==> src/rtl/fir_filter_mc.sv <==
// rtl/fir_filter_mc.sv - multi-channel FIR low-pass with one shared time-multiplexed signed MAC
module fir_filter_mc #(
  parameter int CHANNELS  = 2,
  parameter int TAPS      = 10,
  parameter int DATA_W    = 16,
  parameter int COEF_W    = 18,
  parameter int COEF_FRAC = 16
) (
  input  logic                         clk,
  input  logic                         reset_n,
  input  logic                         sample_en,
  input  logic [CHANNELS*DATA_W-1:0]   data_in,
  input  logic                         coef_we,
  input  logic [$clog2(TAPS)-1:0]      coef_addr,
  input  logic [COEF_W-1:0]            coef_data,
  output logic [CHANNELS*DATA_W-1:0]   data_out,
  output logic                         out_valid,
  output logic                         busy,
  output logic                         overrun,
  output logic                         coef_err
);

  localparam int AW    = $clog2(TAPS);
  localparam int CW    = (CHANNELS > 1) ? $clog2(CHANNELS) : 1;
  localparam int PW    = DATA_W + COEF_W;
  localparam int ACC_W = PW + AW;
  localparam int RW    = ACC_W + 1;

  localparam logic [AW:0]              TAPS_L   = (AW+1)'(TAPS);
  localparam logic [AW-1:0]            TAP_LAST = AW'(TAPS - 1);
  localparam logic [CW-1:0]            CH_LAST  = CW'(CHANNELS - 1);
  localparam logic signed [RW-1:0]     HALF     = RW'(1) << (COEF_FRAC - 1);
  localparam logic signed [RW-1:0]     SAT_MAX  = (RW'(1) << (DATA_W - 1)) - RW'(1);
  localparam logic signed [RW-1:0]     SAT_MIN  = ~SAT_MAX;
  localparam logic signed [COEF_W-1:0] COEF_ONE = COEF_W'(1) << COEF_FRAC;

  typedef enum logic [1:0] {S_IDLE, S_MAC, S_DRAIN, S_ROUND} state_t;
  state_t state, state_nxt;

  logic signed [DATA_W-1:0] dly  [CHANNELS][TAPS];
  logic signed [COEF_W-1:0] coef [TAPS];
  logic signed [DATA_W-1:0] res  [CHANNELS];

  logic [CW-1:0]            ch, prod_ch;
  logic [AW-1:0]            tap;
  logic signed [PW-1:0]     mul_a, mul_b, prod;
  logic                     prod_vld, prod_first, prod_last;
  logic signed [ACC_W-1:0]  acc, acc_nxt;
  logic signed [RW-1:0]     rnd;
  logic signed [DATA_W-1:0] sat;
  logic                     accept, coef_ok, last_step;

  assign busy      = (state != S_IDLE);
  assign accept    = (state == S_IDLE) && sample_en;
  assign coef_ok   = coef_we && (state == S_IDLE) && !sample_en && ({1'b0, coef_addr} < TAPS_L);
  assign last_step = (ch == CH_LAST) && (tap == TAP_LAST);

  assign mul_a = PW'(dly[ch][tap]);
  assign mul_b = PW'(coef[tap]);

  always_comb begin
    state_nxt = state;
    case (state)
      S_IDLE:  if (sample_en) state_nxt = S_MAC;
      S_MAC:   if (last_step) state_nxt = S_DRAIN;
      S_DRAIN: state_nxt = S_ROUND;
      S_ROUND: state_nxt = S_IDLE;
      default: state_nxt = S_IDLE;
    endcase
  end

  // First tap of a channel restarts the sum; the last one is rounded and clamped into res.
  always_comb begin
    acc_nxt = prod_first ? ACC_W'(prod) : acc + ACC_W'(prod);
    rnd     = (RW'(acc_nxt) + HALF) >>> COEF_FRAC;
    if (rnd > SAT_MAX)
      sat = {1'b0, {(DATA_W-1){1'b1}}};
    else if (rnd < SAT_MIN)
      sat = {1'b1, {(DATA_W-1){1'b0}}};
    else
      sat = rnd[DATA_W-1:0];
  end

  always_ff @(posedge clk or negedge reset_n) begin
    if (!reset_n) begin
      state      <= S_IDLE;
      ch         <= '0;
      tap        <= '0;
      prod       <= '0;
      prod_ch    <= '0;
      prod_vld   <= 1'b0;
      prod_first <= 1'b0;
      prod_last  <= 1'b0;
      acc        <= '0;
      data_out   <= '0;
      out_valid  <= 1'b0;
      overrun    <= 1'b0;
      coef_err   <= 1'b0;
      for (int k = 0; k < CHANNELS; k++) begin
        res[k] <= '0;
        for (int i = 0; i < TAPS; i++) dly[k][i] <= '0;
      end
      for (int i = 0; i < TAPS; i++) coef[i] <= (i == 0) ? COEF_ONE : '0;
    end else begin
      state     <= state_nxt;
      out_valid <= (state == S_ROUND);
      overrun   <= sample_en && busy;
      coef_err  <= coef_we && !coef_ok;
      prod_vld  <= (state == S_MAC);

      if (accept) begin
        ch  <= '0;
        tap <= '0;
        for (int k = 0; k < CHANNELS; k++) begin
          dly[k][0] <= data_in[k*DATA_W +: DATA_W];
          for (int i = 1; i < TAPS; i++) dly[k][i] <= dly[k][i-1];
        end
      end

      if (coef_ok) coef[coef_addr] <= coef_data;

      if (state == S_MAC) begin
        prod       <= mul_a * mul_b;
        prod_first <= (tap == '0);
        prod_last  <= (tap == TAP_LAST);
        prod_ch    <= ch;
        if (tap == TAP_LAST) begin
          tap <= '0;
          ch  <= ch + CW'(1);
        end else begin
          tap <= tap + AW'(1);
        end
      end

      if (prod_vld) begin
        acc <= acc_nxt;
        if (prod_last) res[prod_ch] <= sat;
      end

      if (state == S_ROUND)
        for (int k = 0; k < CHANNELS; k++) data_out[k*DATA_W +: DATA_W] <= res[k];
    end
  end

endmodule

==> config.mk <==
export PLATFORM = sky130hd
export DESIGN_NAME = fir_filter_mc
export DESIGN_NICKNAME = d
export VERILOG_FILES = /design/src/rtl/fir_filter_mc.sv
export SDC_FILE = /design/constraint.sdc
export NUM_CORES = 2
export LEC_CHECK = 0
export ABC_AREA = 1
export CAP_MARGIN = 20
export CORE_ASPECT_RATIO = 2
export CORE_MARGIN = 5
export CORE_UTILIZATION = 38
export DETAILED_ROUTE_END_ITERATION = 6
export GPL_ROUTABILITY_DRIVEN = 0
export PLACE_DENSITY = 0.52
export SYNTH_ARGS = -nofsm -noshare
export SYNTH_HDL_FRONTEND = slang
export SYNTH_SLANG_ARGS = --single-unit
==> constraint.sdc <==
create_clock -name clk -period 7 [get_ports clk]
set_clock_uncertainty 0.2 [all_clocks]
set_input_delay 1.75 -clock clk [delete_from_list [all_inputs] [get_ports clk]]
set_output_delay 1.75 -clock clk [all_outputs]
set_load 0.01 [all_outputs]
==> run metrics <==
status=finished with violations; failing checks=setup timing; vias in the first global route=37377; wire per inst=17.92 µm; vias per std cell=4.909; CP startpoint kind=flip-flop; I/O pins=94; Starting Density=38.20%; Critical-path top delay cell=fa_1; Post-DP Area=49440 µm²; All-Layer GR Usage=21.21%; CP most frequent cell=fa_1; Via Count=36656; first-pass GRT wire length=205.8 mm; total core area=113600 µm²; Residual DRC=0; max frequency=0.1411 GHz; area delta synth->final=24.77%; worst slew pin tran=1.019 ns; CTS tree=yes; Yosys warnings=0; Tcrit/Tclk final=101.2%; FILL cells=11236; Post-Syn Area=43420 µm²; WS Path Type=reg -> reg; final hold vios=0; CP Capture Type=flip-flop; detailed placement HPWL=99.34 mm; Chip Width=249.0 µm; Most used DFF post-synth=dfrtp_1; largest net degree at the start of global routing=183; post-synth top area share=37.41%; Final Net Count=6391; setup TNS=-0.2746 ns; Slew HR=31.71%; Chip Height=488.0 µm; Area contributors post-synth=dfrtp_1, fa_1, nand2_1, o21ai_0, inv_1; initial antenna violation count=1; Arr. time, crit path=7.43 ns; Netlist cell types=53; full die area=121500 µm²; clk sink count=650; Mapped Nets=5971; Worst path max stage delay=0.57 ns; H-tree levels=2; #FFs+latches synth=650; MaxCap Viol Count=0; Worst-Skew Late Latency=0.69 ns; RSZ-0062 raised after global routing=yes; Final min period=7.086 ns; Final setup viols=6; Final Util=47.67%; TritonCTS Buffers=61; Max Buffers Root-to-Sink=3; final instance area=54170 µm²; final slew viol count=0; Seq/Total Area, Yosys=37.47%; DRT Pass-1 Iters=7; min-delay worst type=reg -> reg; crit path max fanout=8; Place WS=-0.5207 ns; Setup WS post-layout=-0.08561 ns; DRT antenna net count=0; required time worst endpoint=7.34 ns; DR iter-0 viols=1827; cell count after synthesis=5491; layout cells sized above 1=18.03%; Post-Syn Area per Cell=7.907 µm²; IO buf count=93; root buf cell=clkbuf_16; Routed WL=133.8 mm; area leader, netlist=dfrtp_1; clk slew on worst S/H paths=0.07 ns; Std-Cell Rows=175; GR Overflow Total=0; Post-synth EDFFs=0; Async S/R FF share, synth=100.0%
-- cells in the mapped netlist, drive strengths merged, types with 5 or more instances --
cell and instances:
nand2 1389, inv 898, o21ai 684, dfrtp 649
a21oi 395, nor2 365, fa 291, clkbuf 221
nand3 154, ha 131, mux2 48, buf 42
o22ai 36, xnor2 31, xor2 29, nand4 22
or2 20, nor3 14, o211ai 10, and3 7
clkinv 7, a221oi 5, a311oi 5, a31oi 5
-- state kept, by name, summed over array words and instances, names as in the netlist --
| name | flops |
|---|---|
| out_valid | 1 |
| res | 32 |
| state | 2 |
| prod_last | 1 |
| dly | 320 |
| overrun | 1 |
| prod | 34 |
| ch | 1 |
| coef_err | 1 |
| prod_first | 1 |
| prod_vld | 1 |
| data_out | 32 |
| prod_ch | 1 |
| tap | 4 |
| acc | 38 |
| coef | 180 |
-- timing repair --
item,in CTS,in global routing
buffers inserted,13,60
hold endpoints to repair,0,0
endpoints found under the setup margin,16,18
resized for setup,133,319
pin swaps,37,153
hold buffers,0,0
gates cloned,7,11
-- critical path: cells and delay by family (launching register included) --
family | cells | cell delay, ns
flops | 1 | 0.53
simple gates | 7 | 0.73
compound gates | 6 | 1.05
buf+inv | 9 | 1.06
fa+ha+maj | 7 | 3.36
-- stage by stage --
stage / std cells / hold slack (ns)
after floorplan: 5491 / 0.2434
after global routing: 7467 / 0.2948
final: 7467 / 0.2769
after detailed placement: 7261 / 0.2648
after CTS: 7395 / 0.2813
after global placement: 7261 / 0.2600
-- layout by cell type, fill, tap and decap left out, types with 18 or more instances in the layout --
cell	instances
mux2_2	48
o21ai_2	22
buf_6	37
buf_4	377
nor2_1	319
nand3_1	116
buf_12	82
xor2_1	28
xnor2_1	28
a21oi_1	348
o22ai_1	34
ha_4	25
nand2_2	80
o21ai_1	66
nand3_2	35
clkbuf_1	18
o21ai_0	590
ha_1	104
dfrtp_1	646
or2_2	18
nand2_1	1295
a21oi_2	39
clkdlybuf4s50_1	92
nand4_1	22
clkbuf_16	71
inv_1	854
fa_1	274
nor2_2	37
inv_2	40
-- cells by family after synthesis --
family / share of synthesized area, %
buf+inv: 10.25
simple gates: 18.79
compound gates: 13.84
mux: 1.245
flops: 37.47
fa+ha+maj: 17.19
xor+xnor: 1.210
-- layer usage --
metal	share of wire [%]	GRT usage (%)
met1	35	21.51
met2	56	42.37
met3	2.0	1.604
met4	6.8	11.59
met5	0	0
-- path summary, 6_finish.rpt --
check,start,end,slack [ns],cells past startpoint
max,tap[0]$_DFFE_PN0P_,prod[29]$_DFFE_PN0P_,-0.09,29
min reg2reg,res[23]$_DFFE_PN0P_,res[23]$_DFFE_PN0P_,0.28,2
max in group asynchronous,reset_n,dly[211]$_DFFE_PN0P_,4.21,2
max reg2reg,tap[0]$_DFFE_PN0P_,prod[29]$_DFFE_PN0P_,-0.09,29
min in group asynchronous,reset_n,data_out[13]$_DFFE_PN0P_,0.91,1
min,res[23]$_DFFE_PN0P_,res[23]$_DFFE_PN0P_,0.28,2
-- area by class of cell --
type	count	area (µm²)	share of cell area, %
multi-input cells	3671	23990	44.28
repair buffers	622	6538	12.07
diodes	1	2.502	0.004619
inverters	905	3432	6.336
well taps	1504	1882	3.474
clock buffers	87	1704	3.146
flip-flops and latches	650	16280	30.05
clock inverters	27	350.3	0.6467
Power is not shown: default switching activity piles up to over one toggle a cycle in this logic, so the estimate is an artifact.
